==> config.mk <==
export PLATFORM = sky130hd
export DESIGN_NAME = ps2_key_decoder
export DESIGN_NICKNAME = d
export VERILOG_FILES = /design/src/rtl/ps2_pkg.sv /design/src/rtl/key_hist_fifo.sv /design/src/rtl/ps2_key_decoder.sv
export SDC_FILE = /design/constraint.sdc
export NUM_CORES = 1
export LEC_CHECK = 0
export ABC_CLOCK_PERIOD_IN_PS = 4700
export CORE_ASPECT_RATIO = 1.25
export CORE_MARGIN = 2
export CORE_UTILIZATION = 40
export CTS_BUF_LIST = sky130_fd_sc_hd__clkbuf_16
export DETAILED_ROUTE_END_ITERATION = 10
export GPL_TIMING_DRIVEN = 0
export HOLD_SLACK_MARGIN = 0.05
export PLACE_DENSITY = 0.67
export SLEW_MARGIN = 20
export SYNTH_ARGS = -nofsm -noshare
export SYNTH_HDL_FRONTEND = slang
export SYNTH_SLANG_ARGS = --single-unit
==> constraint.sdc <==
create_clock -name clk -period 4.7 [get_ports clk]
set_clock_uncertainty 0.1 [all_clocks]
set_input_delay 1.41 -clock clk [delete_from_list [all_inputs] [get_ports clk]]
set_output_delay 1.41 -clock clk [all_outputs]
set_load 0.005 [all_outputs]
==> src/rtl/ps2_pkg.sv <==
`default_nettype none
// ============================================================================
// Module      : ps2_pkg
// Description : Shared scancode constants, byte-FSM state type, history
//               entry layout and set-2 scancode to ASCII lookup.
// Revision    : 1.0 - initial release
// ============================================================================
package ps2_pkg;

    localparam logic [7:0] SC_EXT    = 8'hE0;
    localparam logic [7:0] SC_BRK    = 8'hF0;
    localparam logic [7:0] SC_LSHIFT = 8'h12;
    localparam logic [7:0] SC_RSHIFT = 8'h59;

    typedef enum logic [1:0] {
        BASE    = 2'd0,
        EXT     = 2'd1,
        BRK     = 2'd2,
        EXT_BRK = 2'd3
    } ps2_state_t;

    typedef struct packed {
        logic       ext;
        logic [7:0] code;
        logic [7:0] ascii;
    } hist_entry_t;

    // Extended keys never carry printable characters; letters are looked up
    // in lower case and folded to upper case when shift is held.
    function automatic logic [7:0] scan_to_ascii(input logic       ext,
                                                 input logic [7:0] code,
                                                 input logic       shift);
        logic [7:0] result;
        result = 8'h00;
        if (!ext) begin
            case (code)
                8'h16: result = "1";
                8'h1E: result = "2";
                8'h26: result = "3";
                8'h25: result = "4";
                8'h2E: result = "5";
                8'h36: result = "6";
                8'h3D: result = "7";
                8'h3E: result = "8";
                8'h46: result = "9";
                8'h45: result = "0";
                8'h29: result = 8'h20;
                8'h1C: result = "a";
                8'h32: result = "b";
                8'h21: result = "c";
                8'h23: result = "d";
                8'h24: result = "e";
                8'h2B: result = "f";
                8'h34: result = "g";
                8'h33: result = "h";
                8'h43: result = "i";
                8'h3B: result = "j";
                8'h42: result = "k";
                8'h4B: result = "l";
                8'h3A: result = "m";
                8'h31: result = "n";
                8'h44: result = "o";
                8'h4D: result = "p";
                8'h15: result = "q";
                8'h2D: result = "r";
                8'h1B: result = "s";
                8'h2C: result = "t";
                8'h3C: result = "u";
                8'h2A: result = "v";
                8'h1D: result = "w";
                8'h22: result = "x";
                8'h35: result = "y";
                8'h1A: result = "z";
                default: result = 8'h00;
            endcase
            if (shift && (result >= 8'h61) && (result <= 8'h7A)) begin
                result = result - 8'h20;
            end
        end
        return result;
    endfunction

endpackage
`default_nettype wire

==> src/rtl/key_hist_fifo.sv <==
`default_nettype none
// ============================================================================
// Module      : key_hist_fifo
// Description : Synchronous first-word-fall-through FIFO holding the history
//               of new key presses. Drops pushes when full (unless a pop
//               frees a slot in the same cycle) and flags a sticky overflow.
// Revision    : 1.0 - initial release
// ============================================================================
module key_hist_fifo #(
    parameter int DEPTH = 4,
    parameter int WIDTH = 17
) (
    input  logic                     clk,
    input  logic                     rst,
    input  logic                     i_push,
    input  logic [WIDTH-1:0]         i_push_data,
    input  logic                     i_pop,
    output logic                     o_valid,
    output logic [WIDTH-1:0]         o_head,
    output logic [$clog2(DEPTH):0]   o_level,
    output logic                     o_overflow
);

    localparam int AW = $clog2(DEPTH);
    localparam logic [AW:0] c_full_level = DEPTH[AW:0];

    logic [WIDTH-1:0] r_mem [DEPTH];
    logic [AW:0]      r_wr_ptr;
    logic [AW:0]      r_rd_ptr;
    logic             r_overflow;

    logic [AW:0]      w_level;
    logic             w_empty;
    logic             w_full;
    logic             w_do_pop;
    logic             w_do_push;

    // Extra pointer bit keeps full (level == DEPTH) distinct from empty.
    assign w_level   = r_wr_ptr - r_rd_ptr;
    assign w_empty   = (w_level == '0);
    assign w_full    = (w_level == c_full_level);
    assign w_do_pop  = i_pop && !w_empty;
    assign w_do_push = i_push && (!w_full || w_do_pop);

    // Storage write; contents need no reset since the head is gated by level.
    always_ff @(posedge clk) begin
        if (w_do_push) begin
            r_mem[r_wr_ptr[AW-1:0]] <= i_push_data;
        end
    end

    // Pointer and sticky overflow bookkeeping.
    always_ff @(posedge clk) begin
        if (rst) begin
            r_wr_ptr   <= '0;
            r_rd_ptr   <= '0;
            r_overflow <= 1'b0;
        end else begin
            if (w_do_push) begin
                r_wr_ptr <= r_wr_ptr + 1'b1;
            end
            if (w_do_pop) begin
                r_rd_ptr <= r_rd_ptr + 1'b1;
            end
            if (i_push && !w_do_push) begin
                r_overflow <= 1'b1;
            end
        end
    end

    assign o_valid    = !w_empty;
    assign o_head     = w_empty ? '0 : r_mem[r_rd_ptr[AW-1:0]];
    assign o_level    = w_level;
    assign o_overflow = r_overflow;

endmodule
`default_nettype wire

==> src/rtl/ps2_key_decoder.sv <==
`default_nettype none
// ============================================================================
// Module      : ps2_key_decoder
// Description : PS/2 set-2 scancode decoder. Tracks make/break/E0 sequences,
//               shift state, filters typematic repeats, counts new presses
//               and logs each new press into a pop-able history FIFO.
// Revision    : 1.0 - initial release
// ============================================================================
module ps2_key_decoder
    import ps2_pkg::*;
#(
    parameter int CNT_W      = 8,
    parameter int HIST_DEPTH = 4
) (
    input  logic                        clk,
    input  logic                        rst,
    input  logic [7:0]                  ps2_data,
    input  logic                        ps2_valid,
    output logic                        key_active,
    output logic [7:0]                  key_code,
    output logic                        key_ext,
    output logic [7:0]                  key_ascii,
    output logic                        shift_held,
    output logic [CNT_W-1:0]            press_cnt,
    output logic                        hist_valid,
    output logic [7:0]                  hist_code,
    output logic                        hist_ext,
    output logic [7:0]                  hist_ascii,
    input  logic                        hist_pop,
    output logic [$clog2(HIST_DEPTH):0] hist_level,
    output logic                        overflow
);

    ps2_state_t       r_state;
    logic             r_shift_l;
    logic             r_shift_r;
    logic             r_key_active;
    logic [7:0]       r_key_code;
    logic             r_key_ext;
    logic [7:0]       r_key_ascii;
    logic [CNT_W-1:0] r_press_cnt;

    logic             w_is_make;
    logic             w_is_break;
    logic             w_ev_ext;
    logic             w_is_shift;
    logic             w_same_key;
    logic             w_new_make;
    logic             w_key_release;
    logic [7:0]       w_ascii;
    hist_entry_t      w_push_entry;
    hist_entry_t      w_head_entry;

    // Classify the incoming byte as a make or break event given the prefix state.
    always_comb begin
        w_is_make  = 1'b0;
        w_is_break = 1'b0;
        w_ev_ext   = 1'b0;
        if (ps2_valid) begin
            case (r_state)
                BASE: begin
                    w_is_make = (ps2_data != SC_EXT) && (ps2_data != SC_BRK);
                end
                EXT: begin
                    w_is_make = (ps2_data != SC_EXT) && (ps2_data != SC_BRK);
                    w_ev_ext  = 1'b1;
                end
                BRK: begin
                    w_is_break = 1'b1;
                end
                EXT_BRK: begin
                    w_is_break = 1'b1;
                    w_ev_ext   = 1'b1;
                end
                default: begin
                    w_is_make = 1'b0;
                end
            endcase
        end
    end

    assign w_is_shift    = !w_ev_ext && ((ps2_data == SC_LSHIFT) || (ps2_data == SC_RSHIFT));
    assign w_same_key    = ({w_ev_ext, ps2_data} == {r_key_ext, r_key_code});
    assign w_new_make    = w_is_make && !w_is_shift && !(r_key_active && w_same_key);
    assign w_key_release = w_is_break && !w_is_shift && w_same_key;
    // Case selection uses the shift state in effect before this byte.
    assign w_ascii       = scan_to_ascii(w_ev_ext, ps2_data, r_shift_l | r_shift_r);

    // Prefix-tracking byte FSM; advances once per strobed byte.
    always_ff @(posedge clk) begin
        if (rst) begin
            r_state <= BASE;
        end else if (ps2_valid) begin
            case (r_state)
                BASE: begin
                    if (ps2_data == SC_EXT) begin
                        r_state <= EXT;
                    end else if (ps2_data == SC_BRK) begin
                        r_state <= BRK;
                    end
                end
                EXT: begin
                    if (ps2_data == SC_BRK) begin
                        r_state <= EXT_BRK;
                    end else if (ps2_data != SC_EXT) begin
                        r_state <= BASE;
                    end
                end
                BRK:     r_state <= BASE;
                EXT_BRK: r_state <= BASE;
                default: r_state <= BASE;
            endcase
        end
    end

    // Left/right shift flags follow their make and break events.
    always_ff @(posedge clk) begin
        if (rst) begin
            r_shift_l <= 1'b0;
            r_shift_r <= 1'b0;
        end else if ((w_is_make || w_is_break) && w_is_shift) begin
            if (ps2_data == SC_LSHIFT) begin
                r_shift_l <= w_is_make;
            end else begin
                r_shift_r <= w_is_make;
            end
        end
    end

    // Current-key register and press counter; repeats leave both untouched.
    always_ff @(posedge clk) begin
        if (rst) begin
            r_key_active <= 1'b0;
            r_key_code   <= 8'h00;
            r_key_ext    <= 1'b0;
            r_key_ascii  <= 8'h00;
            r_press_cnt  <= '0;
        end else if (w_new_make) begin
            r_key_active <= 1'b1;
            r_key_code   <= ps2_data;
            r_key_ext    <= w_ev_ext;
            r_key_ascii  <= w_ascii;
            r_press_cnt  <= r_press_cnt + CNT_W'(1);
        end else if (w_key_release) begin
            r_key_active <= 1'b0;
        end
    end

    assign w_push_entry.ext   = w_ev_ext;
    assign w_push_entry.code  = ps2_data;
    assign w_push_entry.ascii = w_ascii;

    key_hist_fifo #(
        .DEPTH (HIST_DEPTH),
        .WIDTH ($bits(hist_entry_t))
    ) u_hist (
        .clk         (clk),
        .rst         (rst),
        .i_push      (w_new_make),
        .i_push_data (w_push_entry),
        .i_pop       (hist_pop),
        .o_valid     (hist_valid),
        .o_head      (w_head_entry),
        .o_level     (hist_level),
        .o_overflow  (overflow)
    );

    assign key_active = r_key_active;
    assign key_code   = r_key_code;
    assign key_ext    = r_key_ext;
    assign key_ascii  = r_key_ascii;
    assign shift_held = r_shift_l | r_shift_r;
    assign press_cnt  = r_press_cnt;
    assign hist_code  = w_head_entry.code;
    assign hist_ext   = w_head_entry.ext;
    assign hist_ascii = w_head_entry.ascii;

endmodule
`default_nettype wire

==> impl_metrics.env <==
export IMPL_hold_viol=0
export IMPL_htree_num_levels=3
export IMPL_ys_seq_elements=107
export IMPL_routedWlPerCell_um=18.9
export IMPL_worst_path_max_delay_cell="mux4_1"
export IMPL_yosysWarnings=0
export IMPL_crit_path_end_kind="register"
export IMPL_cts_tree="done"
export IMPL_crit_chain="dlygate4sd2_1 > buf_2 > inv_1 > ha_1 > clkbuf_2 > mux4_1 > and2_1 > o21a_1 > a21oi_2 > a21oi_1 > a2111oi_4 > and3_2"
export IMPL_power_leakage_nw=2.39
export IMPL_place_area_um2=6290
export IMPL_drcViolationCount=0
export IMPL_vias_per_cell=5.45
export IMPL_synth_top_area_share_pct=37.3
export IMPL_synthesis_area_um2=5480
export IMPL_grt_max_degree=20
export IMPL_core_area_um2=13300
export IMPL_tightest_slew_ps=710
export IMPL_slew_viol_final=0
export IMPL_grt_usage_pct=19.6
export IMPL_synth_cell_types=71
export IMPL_clock_root_buffer="clkbuf_16"
export IMPL_drtIter0Drc=244
export IMPL_power_density_nw_per_um2=432
export IMPL_die_area_um2=14700
export IMPL_ant_nets=0
export IMPL_gp_congestion=0.904
export IMPL_path_class="primary input to register"
export IMPL_setup_worst_path_start_class="primary input"
export IMPL_synth_edf_count=68
export IMPL_postSynth_asyncResetShare_pct=0
export IMPL_yosys_most_used_dff="edfxtp_1"
export IMPL_final_cells=722
export IMPL_syn2layout_area_growth_pct=21.9
export IMPL_dpl_cell_count=702
export IMPL_grt_pass1_wl_um=21800
export IMPL_synthTopCellsByCount="edfxtp_1 (68), nand2_1 (41), dfxtp_1 (39)"
export IMPL_clk_pin_slew_ps=70
export IMPL_crit_arrival_ps=4550
export IMPL_drv_cap=0
export IMPL_post_route_cells_drive_above_1_share_pct=15.6
export IMPL_status="finished clean"
export IMPL_slew_headroom_pct=52.2
export IMPL_routed_via_count=3936
export IMPL_ys_seq_area_share_pct=51.5
export IMPL_postSynthAreaPerCell_um2=11.6
export IMPL_first_pass_iters=4
export IMPL_initial_core_util_pct=41.2
export IMPL_setup_violations=0
export IMPL_synth_area_leaders="edfxtp_1 (37%), dfxtp_1 (14%), mux4_2 (7.0%)"
export IMPL_synth_nets=499
export IMPL_synth_most_common_cell="edfxtp_1"
export IMPL_cts_buffers=9
export IMPL_power_mw=2.88
export IMPL_clkSinkCount=107
export IMPL_core_rowCount=47
export IMPL_final_area_um2=6680
export IMPL_die_height_um=135
export IMPL_finalNetCount=574
export IMPL_netlist_instances=471
export IMPL_finalCritPeriodShare_pct=94.9
export IMPL_dp_final_hpwl_um=9850
export IMPL_clk_latency_ps=350
export IMPL_io_pins=61
export IMPL_vdd_ir_drop_worst_uv=250
export IMPL_crit_path_max_incr_delay_ps=500
export IMPL_path_max_fanout=9
export IMPL_fmax_ghz=0.224
export IMPL_antenna_found_initial=0
export IMPL_required_ps=4790
export IMPL_overflow=0
export IMPL_hp_class="register to register"
export IMPL_path_delay_family="buffers and inverters"
export IMPL_synth_top_cell_by_area="edfxtp_1"
export IMPL_grt_pass1_vias=4098
export IMPL_drt_wl_total_um=13600
export IMPL_antenna_cells=0
export IMPL_io_buffer_count=60
export IMPL_cts_buffer_depth=2
export IMPL_period_minus_slack_ps=4460
export IMPL_rsz0062_at_grt="false"
export IMPL_path_buf_inv=4
export IMPL_fp_dieW_um=109
cell families (layout without fill, tap and decap cells):
kind of cell	after synthesis	after routing	synth area share [%]
and+or+nand+nor	164	164	15.9
xor gates and xnor gates	21	21	3.49
buffers and inverters	50	130	4.89
AOI/OAI and AO/OA	87	87	11.5
DFF	107	107	51.5
muxes	26	26	8.95
adders and majority gates	16	16	3.79
placed cells by master (no fill, tap or decap), drive strengths merged, types with 15 or more instances in the layout:
master         count
buf               21
and2              26
nor2              32
inv               21
clkdlybuf4s50     58
nand2             41
dfxtp             39
mux4              18
a21oi             33
edfxtp            68
ha                15
clkbuf            24
final cells by class:
cell class,instances,area [um2]
plain buffers,31,201
well taps,171,214
multi-input cells,314,2420
clock inverters,7,82.6
inverters,19,75.1
repair buffers,64,637
fillers,1202,6610
clock buffers,9,225
flip-flops and latches,107,2820
worst min-delay path, cell delays in order (launching register included):
cell and delay, ps:
dfxtp_1 320, nand2_1 60, a21oi_1 60
state kept, by name, summed over array words and instances, names as in the netlist, named ones only:
register and count:
key_active 1, key_ascii 8, key_code 8, key_ext 1
press_cnt 8, r_shift_l 1, r_shift_r 1, r_state 2
u_hist.o_overflow 1, u_hist.r_mem 68, u_hist.r_rd_ptr 3, u_hist.r_wr_ptr 3
layer usage:
| layer | wire length (um) | vias up | global-route usage, % |
|---|---|---|---|
| li1 | - | 1874 | - |
| met3 | 374 | 20 | 3.62 |
| met2 | 7020 | 84 | 33.8 |
| met4 | 301 | 0 | 6.34 |
| met1 | 5920 | 1958 | 24.7 |
| met5 | 0 | - | 0 |
power breakdown:
group          internal (mW)  switching (mW)
sequential              1.09          0.0325
combinational          0.550           0.433
clock                  0.423           0.358
what timing repair did:
item,4_1_cts,5_1_grt
buffers inserted,4,0
hold buffers,0,0
pin swaps,2,1
resized for setup,15,5
endpoints found under the setup margin,96,69
stage by stage:
step           worst slack [ps]  hold slack, ps  util (%)  TNS, ps
2_1_floorplan               427             353         -        0
3_3_place_gp              -1220             359      47.4  -109290
3_5_place_dp              -1230             368      47.4  -104690
4_1_cts                    25.0             384      50.2        0
5_1_grt                    17.8             411      50.3        0
6_report                    240             380      50.3        0
final timing paths:
kind,cells after the start,end,start,slack [ps]
setup / recovery,12,u_hist.r_mem[2][7],ps2_data[0],240
hold / removal,2,key_ascii[1],key_ascii[1],380
hold reg to reg,2,key_ascii[1],key_ascii[1],380
setup reg to reg,8,u_hist.r_mem[0][13],u_hist.r_wr_ptr[0],1920
Power figures use the tool's default switching activity.
